File: config.mk
export PLATFORM = sky130hd
export DESIGN_NAME = seg7_chain_driver
export DESIGN_NICKNAME = d
export VERILOG_FILES = /design/src/rtl/seg7_pkg.sv /design/src/rtl/seg7_hex_decoder.sv /design/src/rtl/seg7_chain_driver.sv
export SDC_FILE = /design/constraint.sdc
export NUM_CORES = 1
export LEC_CHECK = 0
export CORE_UTILIZATION = 25
export CTS_CLUSTER_DIAMETER = 150
export DETAILED_ROUTE_END_ITERATION = 16
export PLACE_DENSITY_LB_ADDON = 0.25
export SETUP_SLACK_MARGIN = 0.02
export SLEW_MARGIN = 20
export SYNTH_ARGS = -nofsm -noshare
export SYNTH_HDL_FRONTEND = slang
export SYNTH_SLANG_ARGS = --single-unit
File: constraint.sdc
create_clock -name clk_i -period 2.53 [get_ports clk_i]
set_input_delay 0.506 -clock clk_i [delete_from_list [all_inputs] [get_ports clk_i]]
set_output_delay 0.506 -clock clk_i [all_outputs]
set_load 0.1 [all_outputs]
File: src/rtl/seg7_pkg.sv
`default_nettype none
// ============================================================================
// Module   : seg7_pkg
// Purpose  : Shared types and constants for the 7-segment chain driver:
//            FSM state type, frame width, digit count and the hex segment LUT.
// Ports    : none (package)
// Revision : 1.0 - initial release
// ============================================================================
package seg7_pkg;

  // Frame sequencing states of the chain driver.
  typedef enum logic [2:0] {
    IDLE     = 3'd0,
    SHIFT_LO = 3'd1,
    SHIFT_HI = 3'd2,
    LATCH    = 3'd3,
    DONE     = 3'd4
  } seg7_state_t;

  // 8 digits x 8 bits per digit.
  localparam int SEG7_FRAME_W = 64;
  localparam int SEG7_DIGITS  = 8;

  // Segment byte layout is {dp,g,f,e,d,c,b,a}, active-high; bit 7 of every
  // entry is zero so the decimal point can be OR-ed in afterwards.
  localparam logic [7:0] SEG7_HEX_LUT [16] = '{
    8'h3F, 8'h06, 8'h5B, 8'h4F, 8'h66, 8'h6D, 8'h7D, 8'h07,
    8'h7F, 8'h6F, 8'h77, 8'h7C, 8'h39, 8'h5E, 8'h79, 8'h71
  };

endpackage : seg7_pkg
`default_nettype wire

File: src/rtl/seg7_hex_decoder.sv
`default_nettype none
// ============================================================================
// Module   : seg7_hex_decoder
// Purpose  : Combinational nibble + decimal point -> 7-segment byte.
//            A blanked digit shows no segments but keeps its decimal point.
// Ports    : i_nibble [3:0] hex digit value
//            i_dp           decimal point for this digit
//            i_blank        suppress segments a..g
//            o_seg    [7:0] {dp,g,f,e,d,c,b,a}, active-high
// Revision : 1.0 - initial release
// ============================================================================
module seg7_hex_decoder
  import seg7_pkg::*;
(
  input  logic [3:0] i_nibble,
  input  logic       i_dp,
  input  logic       i_blank,
  output logic [7:0] o_seg
);

  logic [7:0] w_pattern;

  assign w_pattern = SEG7_HEX_LUT[i_nibble];

  // LUT bit 7 is always zero, so OR-ing in the dp bit is a pure insert.
  assign o_seg = i_blank ? {i_dp, 7'h00} : (w_pattern | {i_dp, 7'h00});

endmodule : seg7_hex_decoder
`default_nettype wire

File: src/rtl/seg7_chain_driver.sv
`default_nettype none
// ============================================================================
// Module   : seg7_chain_driver
// Purpose  : Decodes a 32-bit value plus decimal-point mask into eight
//            7-segment bytes and shifts the resulting 64-bit frame, MSB
//            first, into a daisy-chained 74HC595 string using SPI mode 0
//            timing derived from clk_i, then pulses the storage latch.
// Params   : CLK_DIV    half-period of sr_sclk_o in clk_i cycles (1..255)
//            NUM_DIGITS digits in the chain, must be 8
// Macro    : SEG7_LZ_BLANK_EN - when defined, digits above the most
//            significant nonzero nibble are blanked (dp still shown);
//            digit 0 is always displayed.
// Ports    : clk_i        system clock
//            rst_ni       asynchronous active-low reset
//            start_i      frame request, sampled only while idle
//            data_i[31:0] value, nibble k drives digit k
//            dp_i[7:0]    decimal points, bit k drives digit k
//            busy_o       frame in progress
//            done_o       one-cycle completion pulse
//            sr_sclk_o    shift clock (SHCP), idles low
//            sr_data_o    serial data (DS)
//            sr_latch_o   storage clock (STCP)
//            sr_oe_no     output enable, active-low; released after first frame
// Revision : 1.0 - initial release
// ============================================================================
module seg7_chain_driver
  import seg7_pkg::*;
#(
  parameter int CLK_DIV    = 4,
  parameter int NUM_DIGITS = 8
) (
  input  logic        clk_i,
  input  logic        rst_ni,
  input  logic        start_i,
  input  logic [31:0] data_i,
  input  logic [7:0]  dp_i,
  output logic        busy_o,
  output logic        done_o,
  output logic        sr_sclk_o,
  output logic        sr_data_o,
  output logic        sr_latch_o,
  output logic        sr_oe_no
);

  // --------------------------------------------------------------------------
  // Elaboration-time parameter checks
  // --------------------------------------------------------------------------
  generate
    if (NUM_DIGITS != SEG7_DIGITS) begin : g_bad_num_digits
      $error("seg7_chain_driver: NUM_DIGITS must be 8");
    end
    if ((CLK_DIV < 1) || (CLK_DIV > 255)) begin : g_bad_clk_div
      $error("seg7_chain_driver: CLK_DIV must be in 1..255");
    end
  endgenerate

  localparam logic [7:0] c_div_last = 8'(CLK_DIV - 1);
  localparam logic [5:0] c_bit_last = 6'd63;

  // --------------------------------------------------------------------------
  // Signals
  // --------------------------------------------------------------------------
  seg7_state_t              r_state;
  seg7_state_t              w_state_nxt;
  logic [7:0]               r_div_cnt;
  logic [5:0]               r_bit_cnt;
  logic [SEG7_FRAME_W-1:0]  r_frame;
  logic [SEG7_FRAME_W-1:0]  w_frame_nxt;
  logic [SEG7_FRAME_W-1:0]  w_frame_dec;
  logic [SEG7_DIGITS-1:0]   w_blank;
  logic                     w_div_last;
  logic                     w_timed;
  logic                     w_load;
  logic                     w_shift;

  logic                     r_busy;
  logic                     r_done;
  logic                     r_sclk;
  logic                     r_sdata;
  logic                     r_latch;
  logic                     r_oe_n;

  // --------------------------------------------------------------------------
  // Digit decode: digit k occupies frame bits [8k+7:8k], so digit 7 sits
  // at the MSB end and leaves the chain first.
  // --------------------------------------------------------------------------
  generate
    for (genvar k = 0; k < SEG7_DIGITS; k++) begin : g_digit
`ifdef SEG7_LZ_BLANK_EN
      if (k == 0) begin : g_lsd
        assign w_blank[k] = 1'b0;
      end else begin : g_upper
        // Blank when this nibble and every nibble above it are zero.
        assign w_blank[k] = (data_i[31:4*k] == '0);
      end
`else
      assign w_blank[k] = 1'b0;
`endif
      seg7_hex_decoder u_dec (
        .i_nibble (data_i[4*k +: 4]),
        .i_dp     (dp_i[k]),
        .i_blank  (w_blank[k]),
        .o_seg    (w_frame_dec[8*k +: 8])
      );
    end
  endgenerate

  // --------------------------------------------------------------------------
  // FSM: state register
  // --------------------------------------------------------------------------
  always_ff @(posedge clk_i or negedge rst_ni) begin
    if (!rst_ni) begin
      r_state <= IDLE;
    end else begin
      r_state <= w_state_nxt;
    end
  end

  // --------------------------------------------------------------------------
  // FSM: next state and datapath strobes
  // --------------------------------------------------------------------------
  assign w_div_last = (r_div_cnt == c_div_last);
  assign w_timed    = (r_state == SHIFT_LO) || (r_state == SHIFT_HI) ||
                      (r_state == LATCH);

  always_comb begin
    w_state_nxt = r_state;
    w_load      = 1'b0;
    w_shift     = 1'b0;
    case (r_state)
      IDLE: begin
        if (start_i) begin
          w_state_nxt = SHIFT_LO;
          w_load      = 1'b1;
        end
      end
      SHIFT_LO: begin
        if (w_div_last) begin
          w_state_nxt = SHIFT_HI;
        end
      end
      SHIFT_HI: begin
        if (w_div_last) begin
          w_shift     = 1'b1;
          w_state_nxt = (r_bit_cnt == c_bit_last) ? LATCH : SHIFT_LO;
        end
      end
      LATCH: begin
        if (w_div_last) begin
          w_state_nxt = DONE;
        end
      end
      DONE: begin
        w_state_nxt = IDLE;
      end
      default: begin
        w_state_nxt = IDLE;
      end
    endcase
  end

  always_comb begin
    w_frame_nxt = r_frame;
    if (w_load) begin
      w_frame_nxt = w_frame_dec;
    end else if (w_shift) begin
      w_frame_nxt = {r_frame[SEG7_FRAME_W-2:0], 1'b0};
    end
  end

  // --------------------------------------------------------------------------
  // Divider, bit counter and frame register
  // --------------------------------------------------------------------------
  always_ff @(posedge clk_i or negedge rst_ni) begin
    if (!rst_ni) begin
      r_div_cnt <= '0;
      r_bit_cnt <= '0;
      r_frame   <= '0;
    end else begin
      r_frame <= w_frame_nxt;

      // Every state change restarts the phase timer.
      if (w_state_nxt != r_state) begin
        r_div_cnt <= '0;
      end else if (w_timed) begin
        r_div_cnt <= r_div_cnt + 8'd1;
      end

      // Wraps 63 -> 0 naturally on the final shift.
      if (w_load) begin
        r_bit_cnt <= '0;
      end else if (w_shift) begin
        r_bit_cnt <= r_bit_cnt + 6'd1;
      end
    end
  end

  // --------------------------------------------------------------------------
  // Registered outputs, decoded from the next state so that each output
  // lines up with the state it belongs to.
  // --------------------------------------------------------------------------
  always_ff @(posedge clk_i or negedge rst_ni) begin
    if (!rst_ni) begin
      r_busy  <= 1'b0;
      r_done  <= 1'b0;
      r_sclk  <= 1'b0;
      r_sdata <= 1'b0;
      r_latch <= 1'b0;
      r_oe_n  <= 1'b1;
    end else begin
      r_busy  <= (w_state_nxt == SHIFT_LO) || (w_state_nxt == SHIFT_HI) ||
                 (w_state_nxt == LATCH);
      r_done  <= (w_state_nxt == DONE);
      r_sclk  <= (w_state_nxt == SHIFT_HI);
      r_latch <= (w_state_nxt == LATCH);

      // Data only moves while the shift clock is low, giving a full
      // half-period of setup before each rising edge.
      if (w_state_nxt == SHIFT_LO) begin
        r_sdata <= w_frame_nxt[SEG7_FRAME_W-1];
      end

      // Display stays enabled once a complete frame has been latched.
      if (w_state_nxt == DONE) begin
        r_oe_n <= 1'b0;
      end
    end
  end

  assign busy_o     = r_busy;
  assign done_o     = r_done;
  assign sr_sclk_o  = r_sclk;
  assign sr_data_o  = r_sdata;
  assign sr_latch_o = r_latch;
  assign sr_oe_no   = r_oe_n;

endmodule : seg7_chain_driver
`default_nettype wire

==> results of run 1 <==
-- worst reg2reg max path, delay by kind of cell, from the launching register on --
kind | cells | cell delay, ns
AO/OA/AOI/OAI | 2 | 0.80
adder cells (fa/ha/maj) | 1 | 0.21
flip-flops | 1 | 0.39
buffers and inverters | 1 | 0.21
AND/OR/NAND/NOR | 1 | 0.41
-- how the worst max path moves through the flow --
stage                       from     endpoint  depth (start not counted)
floorplan           r_div_cnt[0]    sr_data_o                          7
global placement         start_i  r_frame[56]                          6
detailed placement       start_i  r_frame[26]                          6
CTS                 r_div_cnt[0]  r_frame[11]                          5
global route        r_div_cnt[0]  r_frame[48]                          5
finish              r_div_cnt[0]  r_frame[11]                          5
-- power by group through the flow --
stage                     combinational, mW  clock, mW  sequential [mW]
after floorplan                        1.48          0             2.50
after global routing                   2.47       1.31             2.48
final                                  2.21       1.21             2.42
after detailed placement               2.25          0             2.42
after global placement                 2.18          0             2.42
after CTS                              2.24       1.25             2.41
-- sequential cells by signal, summed over array words and instances (netlist names) --
signal      count
r_div_cnt       8
busy_o          1
sr_latch_o      1
sr_sclk_o       1
r_bit_cnt       6
r_state         3
sr_oe_no        1
r_frame        64
sr_data_o       1
done_o          1
-- cells by family (layout without fill, tap and decap cells) --
group | Yosys count | in the layout | synth area share, %
AND/OR/NAND/NOR | 160 | 160 | 13.3
AO/OA/AOI/OAI | 159 | 159 | 20.7
flip-flops | 87 | 87 | 37.7
buffers and inverters | 73 | 112 | 5.52
adder cells (fa/ha/maj) | 56 | 56 | 12.1
multiplexers | 41 | 41 | 8.89
XOR/XNOR | 12 | 12 | 1.82
-- placed cells by master (no fill, tap or decap), types with 4 or more instances in the layout --
master,n
ha_1,56
nor2_1,46
clkbuf_16,9
a31oi_1,14
dfrtp_1,86
a221oi_1,10
inv_1,33
nand3_1,6
o211ai_1,4
xor2_1,5
a311oi_1,4
nor2b_1,14
mux4_2,7
nand2_1,63
a211oi_1,7
mux2_2,13
buf_4,18
o21ai_0,31
o311ai_0,10
nor3_1,4
nand2b_1,10
clkdlybuf4s50_1,41
xnor2_1,7
mux2i_1,21
a221o_1,34
a21oi_1,18
buf_12,5
-- layout make-up --
class | instances | share of cell area, %
Clock buffer | 10 | 3.33
Clock inverter | 5 | 0.528
Sequential cell | 87 | 31.7
Multi-Input combinational cell | 428 | 48.1
Tap cell | 285 | 5.19
Inverter | 33 | 1.80
Timing Repair Buffer | 64 | 9.39
-- routing by layer --
metal	GRT usage, %	up-vias	wire length, µm
met5	0	-	0
met4	3.29	0	174
met3	2.87	16	407
met2	19.4	59	6430
met1	14.3	2172	6130
li1	-	2207	-
-- per-stage QoR --
stage / hold WS (ns) / area, µm² / setup WS [ns] / util (%)
global route: 0.149 / 6870 / 0.223 / 30.4
floorplan: 0.210 / 5780 / 0.718 / -
CTS: 0.137 / 6870 / 0.358 / 30.4
global placement: 0.452 / 6610 / 0.0636 / 29.2
detailed placement: 0.451 / 6610 / 0.0412 / 29.2
finish: 0.120 / 6870 / 0.386 / 30.4
==> flow_summary.ini, run 1 <==
[finish]
multiInputGateArea_um2 = 3300
layout.nets = 722
drive_gt1_share_pct = 11.2
antenna_cells = 0
stdcell_count = 912
area_growth_pct = 18.8
fillerInstances = 2318
seq_area_um2 = 2180

[floorplanning]
rows = 55
dieWidth_um = 154
boundaryPins = 49
fp.dieH_um = 154
initial_utilization_pct = 25.5
design.core.area_um2 = 22600
die_area_um2 = 23700

[setup_path]
r2r_cells = 5
r2r-end = r_frame[11]
crit_chain = ha_1, nor4b_4, buf_4, a31oi_4, a221o_1
critical_path_required_ns = 2.75
startpoint_type = flop
cp-end-kind = flop
reg2reg_from = r_div_cnt[0]
crit_buf_inv = 1
rrSetupSlack_ns = 0.39
critPathMaxStageDelay_ns = 0.43
cp_max_fo = 34
crit_type = reg2reg
arrival_ns = 2.36
critPathTopFamily = compound AO/OA/AOI/OAI gates
crit_slowest_cell = a221o_1

[clock_tree]
clock_path_buffers = 2
numCtsBuffers = 9
cts.htree.levels = 3
insertion_delay_ns = 0.35
clk_pin_slew_ns = 0.06
postCtsSetupBuffers = 0
cts_resized = 0
cts_sinks = 87
cts_hold_buf = 0
cts_tree = done
cts_root_buffer = clkbuf_16

[synthesis]
synthTopCellsByCount = dfrtp_1, nand2_1, ha_1
synth_most_common_cell = dfrtp_1
yosys-top-cells-area = dfrtp_1, ha_1, a221o_1
synth_area_um2 = 5780
synth_largest_area_cell = dfrtp_1
synth_edf_count = 0
seq_area_frac_synth_pct = 37.7
synthDistinctLibCells = 52
syn-num-nets = 687
ys.flop_type = dfrtp_1
ys_warn_count = 0
ys_async_sr_fraction_pct = 100
syn_area_per_cell_um2 = 9.84
netlist.area_leader.share_pct = 37.2
syn_inst = 588
synth-seq-cells = 87

[power]
power_density_nw_per_um2 = 849
power_mw = 5.83
max-vdd-ir-drop_v = 0.000414
pwr-share-clk_pct = 20.7
internal_power_mw = 3.67
power_leakage_nw = 2.92
seqPwrFrac_pct = 41.4
p_sw_share_pct = 37.1
power_frac_comb_pct = 37.9
p_sw_mw = 2.16

[detailed_routing]
drt_first_pass_iters = 4
remaining_drc_errors = 0
first_iter_violations = 209
vias = 4454
wl_um = 13100
final_antenna_net_count = 0
viasPerCell = 4.88
wl_per_cell_um = 14.4

[sta]
min_period_ns = 2.14
timing.fmax_mhz = 467
grt_setup_unrepaired = no
period_share_pct = 84.7
tns_ns = 0
clock_skew_ns = 0.00975
finalSetupViolCount = 0
worst_pin_slew_ns = 1.01
slew_headroom_pct = 32.4
report.final.slew_viol_count = 0
hold_viol_final = 0

[place]
dp_cells = 897
portBuffers = 48
hpwl_um = 9530
gp_congestion = 0.819

[global_routing]
grt_antenna_before_repair = 0
grt_pass1_wl_um = 22000
grt_pass1_vias = 4577
grt_max_degree = 52
grt_overflow = 0
track_usage_pct = 11.4

[worst_hold_path]
hp-class = in2async

[run_status]
status = finished, final reports clean

[run]
maxCapViolCount = 0
Note: power is estimated with default switching activity, not from simulation.
==> run 2, diff against run 1 <==
==> constraint.sdc (replaced) <==
create_clock -name clk_i -period 1.9 [get_ports clk_i]
set_input_delay 0.38 -clock clk_i [delete_from_list [all_inputs] [get_ports clk_i]]
set_output_delay 0.38 -clock clk_i [all_outputs]
set_load 0.1 [all_outputs]
==> flow_summary.ini, run 2 (synthesized netlist as in run 1, its figures left out) <==
[run_status]
status = finished, final reports clean

[clock_tree]
cts.htree.levels = 3
numCtsBuffers = 9
cts_root_buffer = clkbuf_16
clock_path_buffers = 2
insertion_delay_ns = 0.35
cts_sinks = 87
clk_pin_slew_ns = 0.06
cts_tree = done

[setup_path]
crit_buf_inv = 3
rrSetupSlack_ns = 0.06
r2r_cells = 7
startpoint_type = flop
crit_chain = ha_2, nor4b_4, and3_4, buf_12, clkbuf_16, buf_4, a221o_1
critical_path_required_ns = 2.13
crit_type = reg2reg
crit_cells = 7
cp_max_fo = 8
critPathMaxStageDelay_ns = 0.39
crit_slowest_cell = dfrtp_1
critPathTopFamily = buffers and inverters
arrival_ns = 2.06
cp-end-kind = flop

[global_routing]
grt_pass1_vias = 4991
grt_antenna_before_repair = 0
grt_pass1_wl_um = 24100
track_usage_pct = 12.6
grt_overflow = 0
grt_max_degree = 48

[finish]
layout_commonest_cell = buf_4
area_growth_pct = 36.9
largest_reg_flops = 64
drive_gt1_share_pct = 25.9
layout.nets = 831
layout_top_registers = r_frame: 64 flops, r_div_cnt: 8 flops, r_bit_cnt: 6 flops
stdcell_count = 1022
regMostFlops = r_frame
final_cell_mix = buf_4, dfrtp_1, nand2_1
antenna_cells = 0

[floorplanning]
initial_utilization_pct = 25.5
dieWidth_um = 154
boundaryPins = 49
rows = 55
fp.dieH_um = 154
design.core.area_um2 = 22600
die_area_um2 = 23700

[detailed_routing]
remaining_drc_errors = 0
vias = 4963
viasPerCell = 4.86
wl_um = 15000
wl_per_cell_um = 14.7
drt_first_pass_iters = 5
final_antenna_net_count = 0
first_iter_violations = 250

[sta]
timing.fmax_mhz = 545
clock_skew_ns = 0.00789
finalSetupViolCount = 0
report.final.slew_viol_count = 0
slew_headroom_pct = 56.9
grt_setup_unrepaired = yes
min_period_ns = 1.84
hold_viol_final = 0
worst_pin_slew_ns = 0.647
period_share_pct = 96.6
worst_slack_ns = 0.0640
tns_ns = 0

[worst_hold_path]
whs_path_depth = 1
hp-class = reg2reg

[power]
power_frac_comb_pct = 43.3
max-vdd-ir-drop_v = 0.000749
seqPwrFrac_pct = 36.9
internal_power_mw = 5.52
p_sw_share_pct = 36.5
power_density_nw_per_um2 = 1100
pwr-share-clk_pct = 19.8
power_leakage_nw = 3.55
power_mw = 8.70
p_sw_mw = 3.18

[place]
pre_cts_slack_ns = -0.486
hpwl_um = 10600
gp_congestion = 0.831
dp_cells = 995
portBuffers = 48

[run]
maxCapViolCount = 0
[run 2: changes by cell type in the layout (fill, tap and decap cells not counted), moves of 3 or more]
cell	delta
clkinvlp_4	-3
a221oi_2	+3
a221oi_1	-3
buf_4	+95
buf_12	+4
buf_6	+6
[run 2: layer usage]
layer  track usage, %  routed length, µm  vias to the layer above
li1                 -                  -                     2436
met1             15.6               6890                     2423
met2             21.9               7530                       87
met3             2.93                495                       17
met4             3.29                118                        0
met5                0                  0                        -
[run 2: timing repair]
action / 4_1_cts / 5_1_grt
hold buffers: 1 / 0
hold endpoints to repair: 28 / 0
resized for setup: 5 / 17
cloned: 2 / 2
pin swaps: 0 / 5
buffers inserted: 1 / 5
endpoints found under the setup margin: 38 / 54
[run 2: power groups by stage]
stage          clock, mW  sequential (mW)  combinational (mW)
4_1_cts             1.78             3.19                3.65
2_1_floorplan          0             3.33                1.98
3_5_place_dp           0             3.19                3.52
5_1_grt             1.84             3.30                4.13
6_report            1.73             3.21                3.77
3_3_place_gp           0             3.19                3.39
[run 2: path summary, 6_finish.rpt]
| check | from | to |
|---|---|---|
| setup reg to reg | r_div_cnt[1] | r_frame[10] |
| min in group asynchronous | rst_ni | busy_o |
| hold reg to reg | sr_oe_no | sr_oe_no |
| max in group asynchronous | rst_ni | r_frame[46] |
| setup / recovery | r_div_cnt[1] | r_frame[10] |
| hold / removal | sr_oe_no | sr_oe_no |
[run 2: stage by stage]
step / cell area, µm² / util (%) / hold slack (ns)
CTS: 7760 / 34.3 / 0.487
floorplan: 5780 / - / 0.0844
detailed placement: 7380 / 32.6 / 0.342
global placement: 7380 / 32.6 / 0.332
global route: 7920 / 35.0 / 0.511
finish: 7920 / 35.0 / 0.485
[run 2: area by class of cell]
cell class	instances	area, µm²
flip-flops and latches	87	2180
inverters	33	124
clock inverters	5	40.0
multi-input cells	429	3390
repair buffers	172	1570
clock buffers	11	253
fillers	2249	14700
well taps	285	357
==> run 3, diff against run 2 <==
--- a/config.mk
+++ b/config.mk
@@ -5,6 +5,7 @@
 export SDC_FILE = /design/constraint.sdc
 export NUM_CORES = 1
 export LEC_CHECK = 0
+export CAP_MARGIN = 20
 export CORE_UTILIZATION = 25
 export CTS_CLUSTER_DIAMETER = 150
 export DETAILED_ROUTE_END_ITERATION = 16
@@ -14,3 +15,4 @@
 export SYNTH_ARGS = -nofsm -noshare
 export SYNTH_HDL_FRONTEND = slang
 export SYNTH_SLANG_ARGS = --single-unit
+export TNS_END_PERCENT = 50
==> flow_summary.ini, run 3 (synthesized netlist as in run 1, its figures left out) <==
[clock_tree]
cts_root_buffer = clkbuf_16
cts.htree.levels = 3
numCtsBuffers = 9
clk_pin_slew_ns = 0.06
insertion_delay_ns = 0.35
cts_sinks = 87
cts_tree = done
clock_path_buffers = 2

[place]
hpwl_um = 10600
portBuffers = 48
gp_congestion = 0.831
dp_cells = 995

[detailed_routing]
final_antenna_net_count = 0
remaining_drc_errors = 0
drt_first_pass_iters = 5
wl_um = 15000
vias = 4945
viasPerCell = 4.82
first_iter_violations = 316
wl_per_cell_um = 14.7

[floorplanning]
fp.dieH_um = 154
initial_utilization_pct = 25.5
dieWidth_um = 154
design.core.area_um2 = 22600
rows = 55
boundaryPins = 49
die_area_um2 = 23700

[power]
max-vdd-ir-drop_v = 0.000753
internal_power_mw = 5.53
pwr-share-clk_pct = 19.8
p_sw_share_pct = 36.7
seqPwrFrac_pct = 36.7
power_mw = 8.73
p_sw_mw = 3.20
power_frac_comb_pct = 43.5
power_leakage_nw = 3.54
power_density_nw_per_um2 = 1100

[sta]
timing.fmax_mhz = 541
period_share_pct = 97.2
clock_skew_ns = 0.00772
grt_setup_unrepaired = yes
finalSetupViolCount = 0
hold_viol_final = 0
report.final.slew_viol_count = 0
worst_pin_slew_ns = 0.623
slew_headroom_pct = 58.4
min_period_ns = 1.85

[setup_path]
rrSetupSlack_ns = 0.07
cpMostUsedCell = buf_4
arrival_ns = 2.13
critPathMaxStageDelay_ns = 0.51
crit_type = in2reg
crit_buf_inv = 4
critical_path_required_ns = 2.19
cp-end-kind = flop
startpoint_type = primary input
crit_slowest_cell = a31oi_2
crit_chain = clkdlybuf4s50_1, buf_4, nor4b_4, buf_6, buf_4, a31oi_2, a221o_1
cp_max_fo = 8
critPathTopFamily = buffers and inverters

[finish]
layout_commonest_cell = buf_4
layout_top_registers = r_frame: 64 flops, r_div_cnt: 8 flops, r_bit_cnt: 6 flops
seq_area_um2 = 2180
area_growth_pct = 37.0
layout.nets = 834
stdcell_count = 1025
drive_gt1_share_pct = 26.4
antenna_cells = 0
multiInputGateArea_um2 = 3410
fillerInstances = 2240
largest_reg_flops = 64
final_cell_mix = buf_4, dfrtp_1, nand2_1
regMostFlops = r_frame

[global_routing]
grt_pass1_vias = 4925
grt_antenna_before_repair = 0
grt_pass1_wl_um = 23400
track_usage_pct = 12.1
grt_overflow = 0
grt_max_degree = 48

[run]
maxCapViolCount = 0

[run_status]
status = finished, final reports clean

[worst_hold_path]
hp-class = reg2reg
## run 3: worst paths after layout
| kind | endpoint | startpoint | cells after the start |
|---|---|---|---|
| setup reg to reg | r_frame[36] | r_state[0] | 5 |
| hold reg to reg | r_frame[39] | r_frame[39] | 2 |
| hold / removal | r_frame[39] | r_frame[39] | 2 |
| max in group asynchronous | r_frame[46] | rst_ni | 3 |
| min in group asynchronous | busy_o | rst_ni | 2 |
| setup / recovery | r_frame[36] | start_i | 7 |
## run 3: layout make-up
class | instances | area share, %
Inverter | 33 | 1.56
Multi-Input combinational cell | 430 | 43.1
Sequential cell | 87 | 27.5
Timing Repair Buffer | 174 | 19.7
Tap cell | 285 | 4.50
Clock inverter | 5 | 0.505
Clock buffer | 11 | 3.19
## run 3: power groups by stage
stage	Combinational [mW]	Sequential (mW)	Clock, mW
after detailed placement	3.52	3.19	0
final	3.80	3.20	1.73
after global placement	3.39	3.19	0
after floorplan	1.98	3.33	0
after global routing	4.16	3.29	1.84
after CTS	3.51	3.19	1.78
## run 3: metrics by stage
stage | TNS (ns) | hold WS [ns] | area (µm²) | util [%] | worst slack [ns]
2_1_floorplan | 0 | 0.0844 | 5780 | - | 0.0882
3_3_place_gp | -18.02 | 0.332 | 7380 | 32.6 | -0.387
3_5_place_dp | -19.34 | 0.342 | 7380 | 32.6 | -0.486
4_1_cts | -1.81 | 0.483 | 7700 | 34.0 | -0.0968
5_1_grt | -0.0322 | 0.511 | 7930 | 35.0 | -0.0253
6_report | 0 | 0.481 | 7930 | 35.0 | 0.0526
## run 3: timing repair
item,4_1_cts,5_1_grt
pin swaps,4,5
endpoints found under the setup margin,38,60
endpoints found under the hold margin,28,0
cloned,0,4
buffers inserted,0,9
hold buffers,1,0
resized for setup,4,22
## run 3: per-layer routing
layer | share of wire, % | GRT usage [%] | up-vias | wire (µm)
met5 | 0 | 0 | - | 0
met4 | 0.54 | 3.10 | 0 | 81
met3 | 3.4 | 2.99 | 11 | 507
met2 | 50 | 21.2 | 90 | 7520
met1 | 46 | 14.8 | 2408 | 6920
li1 | - | - | 2436 | -
## run 3: tightest hold or removal path: cells and delay by family (launching register included)
kind,cells,cell delay (ns)
DFF,1,0.35
and+or+nand+nor,2,0.10
